**src/rtl/alu_wb_stage.sv**
```systemverilog
// ALU writeback pipeline register: captures the ALU result and flags under a
// valid/ready handshake. It also holds the {N,Z,C,V} status register, resolves
// conditional branches and counts retired operations.
module alu_wb_stage #(
  parameter int unsigned WIDTH = 32,
  parameter int unsigned RADDR = 4,
  parameter int unsigned PCW   = 32,
  parameter int unsigned CNTW  = 16
) (
  input  logic             clk,
  input  logic             rst,
  input  logic             in_valid,
  output logic             in_ready,
  input  logic [WIDTH-1:0] alu_result,
  input  logic             alu_zero,
  input  logic             alu_carry,
  input  logic             alu_overflow,
  input  logic             alu_negative,
  input  logic             alu_eq,
  input  logic             alu_bgt,
  input  logic [RADDR-1:0] rd_addr,
  input  logic             wr_en_in,
  input  logic             set_flags,
  input  logic [1:0]       br_type,
  input  logic [PCW-1:0]   br_target,
  input  logic             flush,
  output logic             out_valid,
  input  logic             out_ready,
  output logic [WIDTH-1:0] out_result,
  output logic [RADDR-1:0] out_rd,
  output logic             out_wr_en,
  output logic [3:0]       flags_q,
  output logic             branch_taken,
  output logic [PCW-1:0]   branch_pc,
  output logic [CNTW-1:0]  retired
);

  localparam logic [1:0] BR_NONE = 2'b00;
  localparam logic [1:0] BR_EQ   = 2'b01;
  localparam logic [1:0] BR_GT   = 2'b10;
  localparam logic [1:0] BR_NE   = 2'b11;

  localparam logic [CNTW-1:0] RETIRED_MAX = '1;

  logic accept_c;
  logic taken_c;

  // Handshake: slot is free when empty or being drained this cycle.
  always_comb begin
    in_ready = !out_valid || out_ready;
    accept_c = in_valid && in_ready && !flush;
  end

  // Branch resolution for the operation being accepted.
  always_comb begin
    taken_c = 1'b0;
    if (accept_c) begin
      unique case (br_type)
        BR_EQ:   taken_c = alu_eq;
        BR_GT:   taken_c = alu_bgt;
        BR_NE:   taken_c = !alu_eq;
        default: taken_c = 1'b0;
      endcase
    end
  end

  // Held entry: load on accept, clear on flush or drain without refill.
  always_ff @(posedge clk or posedge rst) begin
    if (rst) begin
      out_valid  <= 1'b0;
      out_result <= '0;
      out_rd     <= '0;
      out_wr_en  <= 1'b0;
    end else if (flush) begin
      out_valid  <= 1'b0;
    end else if (accept_c) begin
      out_valid  <= 1'b1;
      out_result <= alu_result;
      out_rd     <= rd_addr;
      out_wr_en  <= wr_en_in && (br_type == BR_NONE);
    end else if (out_ready) begin
      out_valid  <= 1'b0;
    end
  end

  // Architectural status register {N,Z,C,V}.
  always_ff @(posedge clk or posedge rst) begin
    if (rst) begin
      flags_q <= '0;
    end else if (accept_c && set_flags) begin
      flags_q <= {alu_negative, alu_zero, alu_carry, alu_overflow};
    end
  end

  // Branch pulse and sticky target.
  always_ff @(posedge clk or posedge rst) begin
    if (rst) begin
      branch_taken <= 1'b0;
      branch_pc    <= '0;
    end else begin
      branch_taken <= taken_c;
      if (taken_c) begin
        branch_pc <= br_target;
      end
    end
  end

  // Saturating retired-operation counter.
  always_ff @(posedge clk or posedge rst) begin
    if (rst) begin
      retired <= '0;
    end else if (accept_c && (retired != RETIRED_MAX)) begin
      retired <= retired + CNTW'(1);
    end
  end

endmodule
```
**config.mk**
```make
export PLATFORM = sky130hd
export DESIGN_NAME = alu_wb_stage
export DESIGN_NICKNAME = d
export VERILOG_FILES = /design/src/rtl/alu_wb_stage.sv
export SDC_FILE = /design/constraint.sdc
export NUM_CORES = 1
export LEC_CHECK = 0
export ABC_AREA = 1
export CORE_MARGIN = 1.5
export CORE_UTILIZATION = 33
export DETAILED_ROUTE_END_ITERATION = 10
export MAX_ROUTING_LAYER = met4
export PLACE_DENSITY = 0.63
export SLEW_MARGIN = 0
export SYNTH_ARGS = -nofsm -noshare
export SYNTH_HDL_FRONTEND = slang
export SYNTH_SLANG_ARGS = --single-unit
```
**constraint.sdc**
```tcl
create_clock -name clk -period 4.56 [get_ports clk]
set_input_delay 0.684 -clock clk [delete_from_list [all_inputs] [get_ports clk]]
set_output_delay 0.684 -clock clk [all_outputs]
set_load 0.005 [all_outputs]
```
After elaboration in Yosys (flattened, before gate mapping)
Index checks and enable logic that the tools add are counted.

word-level totals
  flip-flop bits (word level) = 91
  logic and storage cells = 31

cells by class
  add/subtract/negate cells = 1
  equal/unequal tests = 4
  muxes and demuxes = 5
  bitwise gates (word level) = 1
  reduce and logical (&&, ||, !) cells = 12

operators with widths
  operator                                                          number
  16-bit by 1-bit adder with 16-bit output (second input constant)  1
  16-bit inequality test (second input constant)                    1
  1-bit logical AND                                                 5
  2-bit == test (second input constant)                             2
  1-bit two-way mux                                                 4
  1-bit logical NOT                                                 3
  1-bit case mux with 3 select lines                                1
  3-bit nonzero test                                                1
  2-bit by 1-bit == test with 1-bit output (second input constant)  1
  2-bit logical NOT                                                 1
  2-bit AND reduction                                               1
  1-bit logical OR                                                  1
  1-bit NOT                                                         1

Depth between registers and ports, before layout
Gate-level depths: netlist of run 1.

  depth after elaboration = 6
  gate-level depth with buffers = 9
  depth with buffers taken out = 8

Worst setup path after synthesis of run 1
OpenSTA, ideal clock, no wires.

  path type = input-to-reg
  start = input port out_ready
  end = register branch_pc[10]
  library setup time = 0.116 ns
  data arrival time = 1.453 ns
  required time = 4.444 ns
  slack = 2.990 ns
  cell stages on the path = 9
  buffers on the path = 1
  path through = inv_1 > nand2_2 > nand2_4 > inv_2 > o211ai_4 > inv_2 > buf_6 > nand2_1 > nand2_1

between the ends
  longest elaborated chain between the ends = 4

ends and longest elaborated chain
  item                             RTL line  RTL
  start: declaration               28        input logic out_ready,
  1-bit logical OR                 50        in_ready = !out_valid || out_ready;
  named net in_ready               13        output logic in_ready,
  1-bit logical AND (2 in series)  51        accept_c = in_valid && in_ready && !flush;
  1-bit two-way mux                57        if (accept_c) begin
  end signal: assignment           103       branch_pc <= br_target;
  end: declaration                 34        output logic [PCW-1:0] branch_pc,

The timed path passes the listed nets, and every way through them passes these cells.
A chain may end at the register's enable or synchronous reset.

Final worst setup path of run 1
  start = input port flush
  end = register branch_pc[28]

between the ends
  longest elaborated chain between the ends = 3

ends and longest elaborated chain
  item                RTL line  RTL
  start: declaration  26        input logic flush,
  1-bit logical NOT   51
  1-bit logical AND   51
  1-bit two-way mux   57

No other way between the ends.

==> impl_metrics.env, run 1 <==
export IMPL_cts_post_setup_buffers_inserted=0
export IMPL_final_fill_count=1089
export IMPL_clock_skew_final_ns=0.003961
export IMPL_initial_core_utilization_pct=34.40
export IMPL_outcome="completed"
export IMPL_cts_inserted_buffers=9
export IMPL_tritoncts="yes"
export IMPL_netlist_top_cells_area="dfrtp_1, nand2_1, inv_1"
export IMPL_startpoint_type="input pin"
export IMPL_reg2reg_from="out_valid"
export IMPL_track_usage_pct=18.52
export IMPL_worst_hold_path_type="flip-flop to flip-flop"
export IMPL_totalWireLength_um=11040
export IMPL_clk_path_buf_depth=2
export IMPL_reg2reg_to="branch_pc[28]"
export IMPL_ys_warn_count=0
export IMPL_cp_required_ns=4.78
export IMPL_criticalPathCategory="input pin to flip-flop"
export IMPL_maxClockFrequency_mhz=376.2
export IMPL_antenna_violations_before_repair=0
export IMPL_ff2ff_setup_slack_ns=2.36
export IMPL_syn_avg_cell_area_um2=8.272
export IMPL_synthesized_netlist_net_count=565
export IMPL_ys_ff_latch=91
export IMPL_numPortBuffers=174
export IMPL_number_of_enable_type_register_cells_in_the_synthesized_netlist=0
export IMPL_period_minus_slack_ns=2.658
export IMPL_drt_drc_violations_left=0
export IMPL_multi_input_area_um2=1494
export IMPL_syn_to_final_growth_pct=54.87
export IMPL_layout_nets=737
export IMPL_finish_cell_count_without_fillers=800
export IMPL_accumulated_negative_setup_slack_ns=0
export IMPL_cp_data_arrival_time_ns=2.88
export IMPL_finalCoreUtilization_pct=53.28
export IMPL_yosys_cell_types_count=24
export IMPL_placed_cells_incl_taps=785
export IMPL_avgRoutedWirePerCell_um=13.80
export IMPL_ant_nets=0
export IMPL_dieArea_um2=12730
export IMPL_finalCritPeriodShare_pct=58.29
export IMPL_path_depth=8
export IMPL_num_antenna_cells=0
export IMPL_timing_slew_headroom_pct=40.22
export IMPL_gp_congestion=0.8100
export IMPL_holdPathStages=2
export IMPL_syn_cell_area_um2=3979
export IMPL_worst_path_max_fanout=44
export IMPL_power_density_nw_per_um2=410.9
export IMPL_postCtsResizedCells=0
export IMPL_cts_root_buffer_cell="clkbuf_16"
export IMPL_vias=3674
export IMPL_worst_slew_pin_transition_ns=0.8956
export IMPL_drt_pre_antenna_iters=4
export IMPL_cpMaxStageDelayCell="clkdlybuf4s50_1"
export IMPL_dr_first_iter_drc_count=146
export IMPL_worst_r2r_path_depth=7
export IMPL_pin_count_of_the_biggest_net_entering_global_routing=51
export IMPL_maxSlewViolCount=0
export IMPL_timing_critical_path_slowest_cell_delay_ns=0.53
export IMPL_rsz0062_at_grt="no"
export IMPL_endpoints_failing_hold=0
export IMPL_worstSkewPairLatency_ns=0.33
export IMPL_vias_in_the_first_global_route=3799
export IMPL_worst_path_dominant_cell_family="buffers and inverters"
export IMPL_synth_top_area_share_pct=57.23
export IMPL_p_leak_nw=3.029
export IMPL_grt_overflow=0
export IMPL_die_y_um=112.8
export IMPL_ys_dominant_reg_cell="dfrtp_1"
export IMPL_worstPathBufferInverterCount=3
export IMPL_clk_pin_slew_ns=0.06
export IMPL_detail_route_vias_per_cell=4.593
export IMPL_rows=39
export IMPL_dp_hpwl_um=8014
export IMPL_setup_viol=0
export IMPL_cts_sinks=91
export IMPL_coreArea_um2=11560
export IMPL_max_vdd_ir_drop_uv=179.9
export IMPL_ys_seq_area_share_pct=57.23
export IMPL_setup_worst_path_end_class="flip-flop"
export IMPL_grt_first_pass_wirelength_um=18190
export IMPL_cts_hold_buffers=0
export IMPL_cts_max_level=3
export IMPL_asyncSetResetFlopFracSynth_pct=100.0
export IMPL_crit_chain="clkdlybuf4s50_1 -> nor2_4 -> nand2_4 -> inv_2 -> o211ai_4 -> inv_2 -> nand2_1 -> nand2_1"
export IMPL_hp_start="out_result[16]"
export IMPL_seq_area_um2=2277
export IMPL_drive_above_1_share_pct=6.240
export IMPL_maxCapViolCount=0
export IMPL_worst_hold_path_endpoint="out_result[16]"
export IMPL_postSynthCellCount=481
export IMPL_io_count=175
export IMPL_floorplan_die_width_um=112.8
export IMPL_synth_top_area_cell="dfrtp_1"
-- per-layer routing --
metal  GRT usage (%)  vias up  part of all wire [%]
met4           6.920        0                   1.5
met3           4.981       14                   7.2
met2           30.00      124                    48
met5               -        -                     0
li1                -     1816                     -
met1           22.24     1720                    44
-- state kept, by name, summed over array words and instances, names as in the netlist --
| signal | flops |
|---|---|
| retired | 16 |
| flags_q | 4 |
| out_rd | 4 |
| out_wr_en | 1 |
| branch_pc | 32 |
| branch_taken | 1 |
| out_valid | 1 |
| out_result | 32 |
-- worst min-delay path, delay by kind of cell (launching register included) --
kind          cells  cell delay (ns)
flops             1             0.34
simple gates      2             0.10
-- worst max path at each step --
stage                    endpoint  startpoint  slack [ns]
detailed placement  branch_pc[20]       flush        1.52
CTS                 branch_pc[28]       flush        1.89
global placement    branch_pc[30]       flush        1.59
floorplan            branch_pc[0]         rst        1.51
finish              branch_pc[28]       flush        1.90
global route        branch_pc[28]    in_valid        1.62
-- report_power, final --
part	internal, mW	switching, mW
Clock	0.549	0.295
Sequential	0.951	0.113
Combinational	0.382	0.242
-- cells by family after synthesis --
kind of cell | after synthesis | share of synthesized area, %
AOI/OAI and AO/OA | 16 | 2.893
xor gates and xnor gates | 2 | 0.4403
buffers and inverters | 45 | 5.220
adders and majority gates | 1 | 0.3144
and+or+nand+nor | 326 | 33.90
DFF | 91 | 57.23
-- layout make-up --
class / count / area share [%]
clock buffer: 11 / 3.939
tap: 143 / 2.904
clock inverter: 4 / 1.604
inverter: 30 / 1.848
timing repair buffer: 176 / 28.51
sequential: 91 / 36.95
multi-input combinational: 345 / 24.24
-- layout by cell type, fill, tap and decap left out --
cell type / Yosys / routed
nand2_1: 267 / 267
clkdlybuf4s50_1: 0 / 174
dfrtp_1: 91 / 91
inv_1: 26 / 25
nor2_1: 20 / 20
nand3_1: 17 / 17
o21ai_0: 9 / 9
clkbuf_16: 0 / 9
nand4_1: 5 / 5
o21ai_2: 5 / 5
inv_2: 4 / 4
nor2_4: 4 / 4
nand2_2: 4 / 4
bufinv_16: 0 / 3
nand2_4: 2 / 2
nor2_2: 2 / 2
xor2_1: 2 / 2
nor3_1: 2 / 2
buf_4: 0 / 2
nor2_8: 1 / 1
nand4_2: 1 / 1
nand3b_1: 1 / 1
o211ai_4: 1 / 1
clkinv_2: 0 / 1
a21oi_1: 1 / 1
ha_1: 1 / 1
clkbuf_8: 0 / 1
clkinv_4: 0 / 1
clkbuf_1: 4 / 1
-- cell usage after synthesis, types with 4 or more instances --
library cell    n
buf_2           7
inv_2           4
nor2_1         20
inv_1          26
nor2_4          4
nand4_1         5
nand2_1       267
dfrtp_1        91
nand3_1        17
o21ai_2         5
o21ai_0         9
nand2_2         4
buf_6           4
clkbuf_1        4
-- metrics by stage --
step | setup WS [ns] | power, mW | hold slack (ns) | cell area, um2
2_1_floorplan | 1.512 | 1.270 | 0.4654 | 3979
3_3_place_gp | 1.590 | 1.694 | 0.4598 | 5821
3_5_place_dp | 1.522 | 1.704 | 0.4651 | 5821
4_1_cts | 1.886 | 2.563 | 0.4821 | 6162
5_1_grt | 1.617 | 2.667 | 0.4945 | 6162
6_report | 1.902 | 2.532 | 0.4799 | 6162
No activity file was read; power rests on OpenSTA's default activity.
==> run 2: changes to the inputs <==
==> constraint.sdc (replaced) <==
create_clock -name clk -period 2.8 [get_ports clk]
set_input_delay 0.42 -clock clk [delete_from_list [all_inputs] [get_ports clk]]
set_output_delay 0.42 -clock clk [all_outputs]
set_load 0.005 [all_outputs]
==> run 2 against run 1 <==
Effect of this change: hold slack got worse by 0.067 ns; sequential share of layout area fell by 0.12 points; setup slack got worse by 1.1 ns; via count fell by 1.1%; non-clock buffer count rose by 3; clock skew rose by 0.0011 ns; die area did not move; sequential power rose by 63%; sequential cell count did not move; utilization rose by 0.17 points; critical path type is now input pin to output port; critical endpoint is now in_ready; largest cell class unchanged; largest power group unchanged.
==> impl_metrics.env, run 2 (synthesized netlist as in run 1, its figures left out) <==
export IMPL_outcome="completed"
export IMPL_syn_to_final_growth_pct=55.38
export IMPL_max_vdd_ir_drop_uv=392.3
export IMPL_timing_slew_headroom_pct=66.00
export IMPL_wl_met3_um=835
export IMPL_avgRoutedWirePerCell_um=13.91
export IMPL_endpoints_failing_hold=0
export IMPL_ff2ff_setup_slack_ns=1.10
export IMPL_reg2reg_to="retired[9]"
export IMPL_initial_core_utilization_pct=34.40
export IMPL_p_leak_nw=3.043
export IMPL_vias_in_the_first_global_route=3746
export IMPL_cp_required_ns=2.38
export IMPL_dp_hpwl_um=8350
export IMPL_numPortBuffers=174
export IMPL_clkPwrFrac_pct=32.4
export IMPL_clock_skew_final_ns=0.005088
export IMPL_grt_first_pass_wirelength_um=18420
export IMPL_clk_pin_slew_ns=0.06
export IMPL_startpoint_type="input pin"
export IMPL_maxSlewViolCount=0
export IMPL_worstSkewPairLatency_ns=0.34
export IMPL_tritoncts="yes"
export IMPL_layout_top_registers="branch_pc (32), out_result (32), retired (16)"
export IMPL_cts_inserted_buffers=9
export IMPL_rsz0062_at_grt="no"
export IMPL_num_antenna_cells=0
export IMPL_switching_share_pct=26.31
export IMPL_cp_data_arrival_time_ns=1.58
export IMPL_grt_overflow=0
export IMPL_route_top_layer_used="met4"
export IMPL_dr_first_iter_drc_count=179
export IMPL_finalCritPeriodShare_pct=71.50
export IMPL_worst_r2r_path_depth=8
export IMPL_vias=3634
export IMPL_cts_max_level=3
export IMPL_ant_nets=0
export IMPL_internal_power_mw=3.003
export IMPL_worst_slew_pin_transition_ns=0.5092
export IMPL_die_y_um=112.8
export IMPL_detail_route_vias_per_cell=4.526
export IMPL_criticalPathCategory="input pin to output port"
export IMPL_worstPathBufferInverterCount=3
export IMPL_worst_path_max_fanout=6
export IMPL_seq_power_share_pct=42.4
export IMPL_period_minus_slack_ns=2.002
export IMPL_setup_viol=0
export IMPL_switching_power_summed_over_all_nets_mw=1.072
export IMPL_rows=39
export IMPL_layout_cells_most_common="nand2_1"
export IMPL_worst_hold_path_type="input pin to async pin"
export IMPL_drive_above_1_share_pct=6.818
export IMPL_crit_top_cell="clkdlybuf4s50_1"
export IMPL_setup_worst_path_end_class="output port"
export IMPL_cts_sinks=91
export IMPL_cts_hold_buffers=0
export IMPL_power_density_nw_per_um2=659.2
export IMPL_crit_chain="clkdlybuf4s50_1 -> inv_1 -> nand2_2 -> clkdlybuf4s50_1"
export IMPL_cts_post_setup_buffers_inserted=0
export IMPL_clk_path_buf_depth=2
export IMPL_pin_count_of_the_biggest_net_entering_global_routing=44
export IMPL_final_fill_count=1067
export IMPL_reg2reg_from="retired[0]"
export IMPL_m1WireLength_um=4745
export IMPL_antenna_violations_before_repair=0
export IMPL_worst_path_dominant_cell_family="buffers and inverters"
export IMPL_postCtsResizedCells=0
export IMPL_timing_critical_path_slowest_cell_delay_ns=0.53
export IMPL_floorplan_die_width_um=112.8
export IMPL_layout_nets=740
export IMPL_totalPowerFinal_mw=4.075
export IMPL_standard_cell_area_after_detailed_placement_um2=5856
export IMPL_track_usage_pct=18.81
export IMPL_most_common_layout_cells="nand2_1, clkdlybuf4s50_1, dfrtp_1, inv_1, nor2_1"
export IMPL_maxCapViolCount=0
export IMPL_accumulated_negative_setup_slack_ns=0
export IMPL_gp_congestion=0.8522
export IMPL_drt_pre_antenna_iters=4
export IMPL_design_area_um2=6182
export IMPL_totalWireLength_um=11170
export IMPL_maxClockFrequency_mhz=499.5
export IMPL_io_count=175
export IMPL_dieArea_um2=12730
export IMPL_dr_wl_met2_um=5448
export IMPL_cpMaxStageDelayCell="clkdlybuf4s50_1"
export IMPL_hold_ws_ns=0.4129
export IMPL_coreArea_um2=11560
export IMPL_cts_root_buffer_cell="clkbuf_16"
export IMPL_drt_drc_violations_left=0
export IMPL_logic_gate_share_of_total_power_pct=25.2
## run 2: cell types whose count changed in the layout (fill, tap and decap cells not counted), sizes merged
cell,before,now
bufinv,3,2
clkinv,2,3
buf,2,5
## run 2: worst max path at each step
stage	from	end	slack [ns]	cells past startpoint
final	out_ready	in_ready	0.80	4
after detailed placement	flush	flags_q[2]	0.50	8
after CTS	out_ready	in_ready	0.79	4
after floorplan	rst	branch_pc[0]	0.02	1
after global placement	in_valid	flags_q[3]	0.56	9
after global routing	out_ready	flags_q[0]	0.73	9
## run 2: layout make-up
cell class	instances	area, um2	share of cell area (%)
Inverter	30	113.9	1.842
Clock inverter	4	73.82	1.194
Clock buffer	11	252.7	4.088
Multi-Input combinational cell	345	1494	24.17
Tap cell	143	178.9	2.894
Timing Repair Buffer	179	1792	28.98
Sequential cell	91	2277	36.83
## run 2: metrics by stage
step	setup WS, ns	util [%]	std cells
floorplan	0.01639	-	481
global placement	0.5647	50.63	788
detailed placement	0.5045	50.63	788
CTS	0.7926	53.46	803
global route	0.7269	53.46	803
finish	0.7980	53.46	803
## run 2: power by group through the flow
stage / Clock [mW] / Sequential, mW / Combinational, mW
CTS: 1.35 / 1.73 / 1.05
finish: 1.32 / 1.73 / 1.03
detailed placement: 0 / 1.74 / 1.04
global placement: 0 / 1.74 / 1.02
floorplan: 0 / 1.74 / 0.329
global route: 1.40 / 1.76 / 1.13
## run 2: metal layers
layer | track usage, % | vias up
li1 | - | 1816
met1 | 22.60 | 1688
met2 | 31.14 | 120
met3 | 5.088 | 10
met4 | 5.570 | 0
met5 | - | -
## run 2: worst reg2reg max path: stages (launching register included)
cell and delay [ns]:
dfrtp_1 0.44, ha_1 0.30, inv_2 0.07, nor2_4 0.19, nand2_4 0.09, nor2_8 0.20, nor2_4 0.12, nand2_1 0.11
o21ai_2 0.05
